### src/rtl/sqrt_iter.sv
// Handshaked digit-recurrence (non-restoring) square root with sideband tag.
// Retires BPC root bits per CALC cycle; the final correction and rounding happen in the last cycle.
module sqrt_iter #(
    parameter int IN_W     = 31,
    parameter int IN_FRAC  = 24,
    parameter int OUT_W    = 17,
    parameter int OUT_FRAC = 13,
    parameter int BPC      = 1,
    parameter int ROUND    = 0,
    parameter int TAG_W    = 2
) (
    input  logic             clk,
    input  logic             rst,
    input  logic             in_valid,
    output logic             in_ready,
    input  logic [IN_W-1:0]  in_data,
    input  logic [TAG_W-1:0] in_tag,
    output logic             out_valid,
    input  logic             out_ready,
    output logic [OUT_W-1:0] out_data,
    output logic [TAG_W-1:0] out_tag
);

    localparam int N    = OUT_W / BPC;
    localparam int CW   = (N > 1) ? $clog2(N) : 1;
    localparam int RADW = 2 * OUT_W;
    localparam int SH   = 2 * OUT_FRAC - IN_FRAC;
    // Partial remainder needs two headroom bits beyond the root plus a sign bit.
    localparam int RW   = OUT_W + 3;

    if ((OUT_W % BPC) != 0) begin : g_chk_bpc
        $error("sqrt_iter: OUT_W must be a multiple of BPC");
    end
    if (2 * OUT_FRAC < IN_FRAC) begin : g_chk_frac
        $error("sqrt_iter: 2*OUT_FRAC must be >= IN_FRAC");
    end
    if (IN_W + 2 * OUT_FRAC - IN_FRAC > 2 * OUT_W) begin : g_chk_width
        $error("sqrt_iter: shifted radicand does not fit in 2*OUT_W bits");
    end

    typedef enum logic [1:0] {
        S_IDLE = 2'd0,
        S_CALC = 2'd1,
        S_DONE = 2'd2
    } state_t;

    state_t           state_q, state_d;
    logic [CW-1:0]    cnt_q, cnt_d;
    logic [RADW-1:0]  rad_q, rad_d;
    logic [OUT_W-1:0] root_q, root_d;
    logic [RW-1:0]    rem_q, rem_d;
    logic [TAG_W-1:0] tag_q, tag_d;
    logic [OUT_W-1:0] out_data_q, out_data_d;
    logic [TAG_W-1:0] out_tag_q, out_tag_d;
    logic             in_ready_q, in_ready_d;
    logic             out_valid_q, out_valid_d;

    logic [RW-1:0]    chain_r;
    logic [OUT_W-1:0] chain_q;
    logic [RW-1:0]    rem_fix;
    logic             round_up;
    logic [OUT_W-1:0] result;

    always_comb begin : calc_chain
        logic [RW-1:0]    r;
        logic [RW-1:0]    r_sh;
        logic [OUT_W-1:0] q;
        r    = rem_q;
        q    = root_q;
        r_sh = '0;
        for (int i = 0; i < BPC; i++) begin
            r_sh = {r[RW-3:0], rad_q[RADW-1-2*i -: 2]};
            if (r[RW-1]) begin
                r = r_sh + {1'b0, q, 2'b11};
            end else begin
                r = r_sh - {1'b0, q, 2'b01};
            end
            q = {q[OUT_W-2:0], ~r[RW-1]};
        end
        chain_r = r;
        chain_q = q;
    end

    // A negative final remainder is restored to R - q^2 before the rounding test.
    always_comb begin
        rem_fix  = chain_r[RW-1] ? (chain_r + {2'b00, chain_q, 1'b1}) : chain_r;
        round_up = (ROUND != 0) && (rem_fix > {3'b000, chain_q});
        result   = chain_q;
        if (round_up && !(&chain_q)) begin
            result = chain_q + OUT_W'(1);
        end
    end

    always_comb begin
        state_d    = state_q;
        cnt_d      = cnt_q;
        rad_d      = rad_q;
        root_d     = root_q;
        rem_d      = rem_q;
        tag_d      = tag_q;
        out_data_d = out_data_q;
        out_tag_d  = out_tag_q;
        case (state_q)
            S_IDLE: begin
                if (in_valid && in_ready_q) begin
                    rad_d   = RADW'(in_data) << SH;
                    tag_d   = in_tag;
                    root_d  = '0;
                    rem_d   = '0;
                    cnt_d   = '0;
                    state_d = S_CALC;
                end
            end
            S_CALC: begin
                rad_d  = rad_q << (2 * BPC);
                root_d = chain_q;
                rem_d  = chain_r;
                if (cnt_q == CW'(N - 1)) begin
                    out_data_d = result;
                    out_tag_d  = tag_q;
                    cnt_d      = '0;
                    state_d    = S_DONE;
                end else begin
                    cnt_d = cnt_q + 1'b1;
                end
            end
            S_DONE: begin
                if (out_ready) begin
                    state_d = S_IDLE;
                end
            end
            default: state_d = S_IDLE;
        endcase
        in_ready_d  = (state_d == S_IDLE);
        out_valid_d = (state_d == S_DONE);
    end

    // in_ready resets to 0 and rises on the first edge after reset releases.
    always_ff @(posedge clk or posedge rst) begin
        if (rst) begin
            state_q     <= S_IDLE;
            cnt_q       <= '0;
            rad_q       <= '0;
            root_q      <= '0;
            rem_q       <= '0;
            tag_q       <= '0;
            out_data_q  <= '0;
            out_tag_q   <= '0;
            in_ready_q  <= 1'b0;
            out_valid_q <= 1'b0;
        end else begin
            state_q     <= state_d;
            cnt_q       <= cnt_d;
            rad_q       <= rad_d;
            root_q      <= root_d;
            rem_q       <= rem_d;
            tag_q       <= tag_d;
            out_data_q  <= out_data_d;
            out_tag_q   <= out_tag_d;
            in_ready_q  <= in_ready_d;
            out_valid_q <= out_valid_d;
        end
    end

    assign in_ready  = in_ready_q;
    assign out_valid = out_valid_q;
    assign out_data  = out_data_q;
    assign out_tag   = out_tag_q;

endmodule

### config.mk
export PLATFORM = sky130hd
export DESIGN_NAME = sqrt_iter
export DESIGN_NICKNAME = d
export VERILOG_FILES = /design/src/rtl/sqrt_iter.sv
export SDC_FILE = /design/constraint.sdc
export NUM_CORES = 1
export LEC_CHECK = 0
export ABC_AREA = 1
export CORE_ASPECT_RATIO = 0.5
export CORE_MARGIN = 1.5
export CORE_UTILIZATION = 61
export CTS_CLUSTER_DIAMETER = 120
export CTS_CLUSTER_SIZE = 30
export DETAILED_ROUTE_END_ITERATION = 10
export PLACE_DENSITY = 0.95
export SYNTH_ARGS = -nofsm -noshare
export SYNTH_HDL_FRONTEND = slang
export SYNTH_SLANG_ARGS = --single-unit
### constraint.sdc
create_clock -name clk -period 4.39 [get_ports clk]
set_input_delay 0.439 -clock clk [delete_from_list [all_inputs] [get_ports clk]]
set_output_delay 0.439 -clock clk [all_outputs]
set_load 0.02 [all_outputs]
======== Word-level counts from Yosys, hierarchy flattened ========
Cells that the tools add are included.
word-level totals
  register bits after elaboration ......... 101
  memory bits (read-only) ................. 0
  latch bits .............................. 0
  RAM bits ................................ 0
  memories kept ........................... 0
  input port bits ......................... 37
operators by class
  reduce and logical (&&, ||, !) cells .... 7
  order comparisons ....................... 0
  bitwise operators ....................... 1
  eq/ne operators ......................... 5
  shift-type cells ........................ 0
  add/sub/neg operators ................... 3
  div/mod/pow operators ................... 0
  mux-type cells .......................... 14
  $mul .................................... 0
operator list
  operator               count
  $pmux W34 S2           1
  $mux W20               2
  $pmux W20 S2           1
  $mux W34               1
  $pmux W17 S2           1
  $add A20 B19 Y20       1
  $sub A20 B19 Y20       1
  $mux W17               1
  $mux W5                2
  $pmux W5 S2            1
  $mux W2                3
  $pmux W2 S3            1
  $reduce_and A2 Y1      3
  $add A5 B1 Y5 const B  1
  $eq A5 B5 Y1 const B   1
  $eq A2 B2 Y1 const B   2
  $logic_not A2 Y1       2
  $eq A2 B1 Y1 const B   1
  $ne A2 B2 Y1 const B   1
  $reduce_bool A2 Y1     1
  $logic_and A1 B1 Y1    1
  $not A1 Y1             1

======== Depth between registers and ports, before layout ========
  depth in word-level cells ............... 4
  mapped depth ............................ 15
  mapped depth without buffers ............ 13

======== Least setup slack after synthesis ========
OpenSTA, ideal clock, no wires.
  path kind ............................... flip-flop to flip-flop
  start ................................... register rem_q[19]
  end ..................................... register out_data_q[0], in the netlist out_data[0]
  stages on the path, launching flop included .. 13
  arrival time ............................ 1.886 ns
  setup slack ............................. 2.387 ns
  setup time .............................. 0.118 ns
  clock period less this slack ............ 2.003 ns
  cell sequence ........................... dfrtp_1 > buf_4 > buf_2 > xnor2_1 > ha_1 > nand2_1 > inv_2 > a21oi_2 > nand2_1 > nand2_1 > nand4_1 > nand3_1 > nand2_1
on the way
  cells in the longest elaborated chain, start to end .. 2
ends and longest elaborated chain
  item                      RTL line  text
  start: declaration        51        logic [RW-1:0] rem_q, rem_d;
  start signal: assignment  156       rem_q <= rem_d;
  $mux W20                  73        if (r[RW-1]) begin
  $not A1 Y1                78        q = {q[OUT_W-2:0], ~r[RW-1]};
  end signal: assignment    158       out_data_q <= out_data_d;
  end: declaration          53        logic [OUT_W-1:0] out_data_q, out_data_d;
No other way between the ends.
A chain may end at the register's enable or synchronous reset.

======== Worst setup path in the final report ========
  start ................................... register rem_q[19]
  end ..................................... register rem_q[17]
on the way
  cells in the longest elaborated chain, start to end .. 2
ends and longest elaborated chain
  item          RTL line  text
  $mux W20      73
  $pmux W20 S2  103       case (state_q)
No other way between the ends.

==> metrics <==
buffer count from post-CTS setup fixing=0; die area=0.009164 mm^2; pin count of the biggest net entering global routing=74; post-synthesis cell type count=37; CTS tree=yes; reg2reg end=rem_q[17]; status=completed; syn_area_per_cell=around 8.5 um^2; core area=approximately 0.0081 mm^2; Max Freq=362.8 MHz; worst hold-check path type=flop to flop; Reg clk slew, reported paths=0.07 ns; post-synth top area share=~47%; dpl ws=approximately 1.7 ns; layer with the highest usage=met2; area of the multi-input gates=roughly 0.0023 mm^2; grt met2 use=~50%; Simple-Gate Fraction of Synth Area=roughly a fifth; synthesis-to-layout area growth=17.62%; Worst Setup Slack, final=roughly 1.6 ns; initial antenna violation count=0; vias in the first global route=between 4000 and 5000; slew margin rel.=a little under a third; setup slack, reg-to-reg=1.63 ns; filler instances=490; type of destination of the critical path=flop; largest family of logic cells by synthesized area=simple AND/OR/NAND/NOR gates; Routed Antenna Nets=0; placed cells=760; top_reg_cell synth=dfrtp_1; CP Data Arrival Time=between 2 and 3 ns; min Tclk post-route=2.757 ns; most area-consuming cells after synthesis=dfrtp_1 (47%), nand2_1 (11%), inv_1 (5.5%), ha_1 (5.0%), a221oi_1 (4.0%); GRT Util Overall=between 20% and 30%; Iter 0 DRT Violations=~390; worst setup path start=rem_q[19]; GP Congestion=approximately 0.9; count of pins over their slew limit=0; CP max FO=19; Post-Layout Cell Count=a little under 800; Post-CTS Hold Fix Bufs=0; Syn Inst Count=between 600 and 700; grt ovf=0; register area share after synthesis=between 40 and 50%; I/O pin count=58; DRC Markers=0; Post-synth EDFFs=0; Synth area leader=dfrtp_1; layout cell share with drive strength beyond 1=under 10%; Routed WL=between 10000 and 15000 um; critical path class=flop to flop; mux contribution to synthesized area=0%; Root Driver=clkbuf_16; final hold vios=0; clk_lat worst skew=0.35 ns; Port Buffers=57; startpoint types=flop; Synth Area in XOR/XNOR=around 3.7%; Finished Cell Area=slightly above 0.006 mm^2; nets@finish=717; first-pass GRT wire length=between 20000 and 25000 um; Syn Nets=roughly 670; drt wl/cell=16.17 um; count of endpoints failing setup in the final report=0; H-tree Lvls=3; Warnings, synthesis=0; clock sink total=between 90 and 100; PostCTS Resize Cnt=0; Antenna diodes=0; post-synthesis compound-gate area fraction=13.75%; CP required=between 4 and 5 ns; total iterations of the first detailed-routing run=5; Syn Std Cell Area=between 0.005 and 0.006 mm^2; dpl hpwl=between 8000 and 9000 um; Die Span X=between 100 and 150 um; Initial Util=around 64%; Critical Path Sink=rem_q[17]; die height=approximately 68 um; CTS Buf Count=9; vias post-DR=4555; count leader, synth=nand2_1; ys async rst share=100.0%; r2r worst-path depth=10; routing usage on met3=under 10%; adder-cell share of the synthesized area=roughly 5%; Vias/cell=~5.9; Worst Tran Pin Value=slightly above 1 ns; Period Utilization, post-route=around 63%; worst-case clock buffer depth=2; most frequent cells after synthesis=nand2_1 (152), dfrtp_1 (98), inv_1 (77); Cell Rows=23; maxcap violations=0; register area=between 0.002 and 0.0025 mm^2; Setup Skew=about 0.0037 ns; Critical R2R Launch=rem_q[19]; RSZ-0062 raised after global routing=false; area of placed instances=just under 0.006 mm^2; FF+latch count, synth=98; met1 usage=between 30 and 40%; Fin Setup TNS=0 ns
## placed cells by master (no fill, tap or decap), types with 2 or more instances in the layout
cell	count
inv_1	76
a221oi_2	4
o21ai_0	22
o22ai_1	17
nor2_4	4
ha_1	21
xnor2_1	18
inv_6	2
clkdlybuf4s50_1	57
nand3_2	2
a221oi_1	24
nand2_1	152
nand4_1	3
inv_2	14
clkinv_2	2
nand3b_1	3
nor2_1	20
clkbuf_8	2
buf_4	3
a21oi_2	2
nand2_2	5
bufinv_16	2
nand3_1	24
a21oi_1	17
nor3_1	31
xor2_1	4
clkbuf_16	9
dfrtp_1	98
o21ai_1	15
## kinds of logic after synthesis
logic type / Yosys count
compound gates: 107
xor+xnor: 22
fa+ha+maj: 21
buf+inv: 116
flops: 98
simple gates: 249
## worst min-delay path by stage
stage / from / end / depth (start not counted) / slack [ns]
final: out_tag[0] / out_tag[0] / 2 / 0.48
after global routing: out_tag[1] / out_tag[1] / 2 / 0.51
after CTS: out_tag[0] / out_tag[0] / 2 / 0.48
after detailed placement: out_tag[0] / out_tag[0] / 2 / 0.47
after global placement: tag_q[1] / tag_q[1] / 2 / 0.46
after floorplan: tag_q[0] / tag_q[0] / 2 / 0.44
## layer usage
| layer | vias up | part of all wire (%) |
|---|---|---|
| met5 | - | 0 |
| met4 | 0 | 2.8 |
| met3 | 41 | 7.3 |
| met2 | 229 | 49 |
| met1 | 2173 | 41 |
| li1 | 2112 | - |
## worst max-delay path: stages (launching register included)
cell	delay, ns
dfrtp_1	1.02
xnor2_1	0.18
ha_1	0.40
nand2_1	0.14
inv_2	0.05
a21oi_1	0.25
nand3_1	0.22
nand2_1	0.13
nand3_1	0.07
nand3_1	0.09
nand2_1	0.07
## metrics by stage
stage               utilization [%]  hold WS (ns)
CTS                           75.46        0.4842
finish                        75.46        0.4835
global placement              71.35        0.4559
global route                  75.46        0.5097
detailed placement            71.35        0.4696
floorplan                         -        0.4422
## registers in the layout, summed over array words and instances, names as in the netlist
signal     count
in_ready       1
rem_q         19
state_q        2
tag_q          2
root_q        17
out_tag        2
rad_q         32
out_valid      1
out_data      17
cnt_q          5
## layout make-up
cell class              count  area share [%]
inverters                  91           5.578
clock inverters             5           1.344
repair buffers             60           9.650
clock buffers              11           4.112
flip-flops and latches     98           39.90
multi-input cells         399           37.13
well taps                 112           2.280
Power is not shown: default switching activity piles up to over one toggle a cycle in this logic, so the estimate is an artifact.
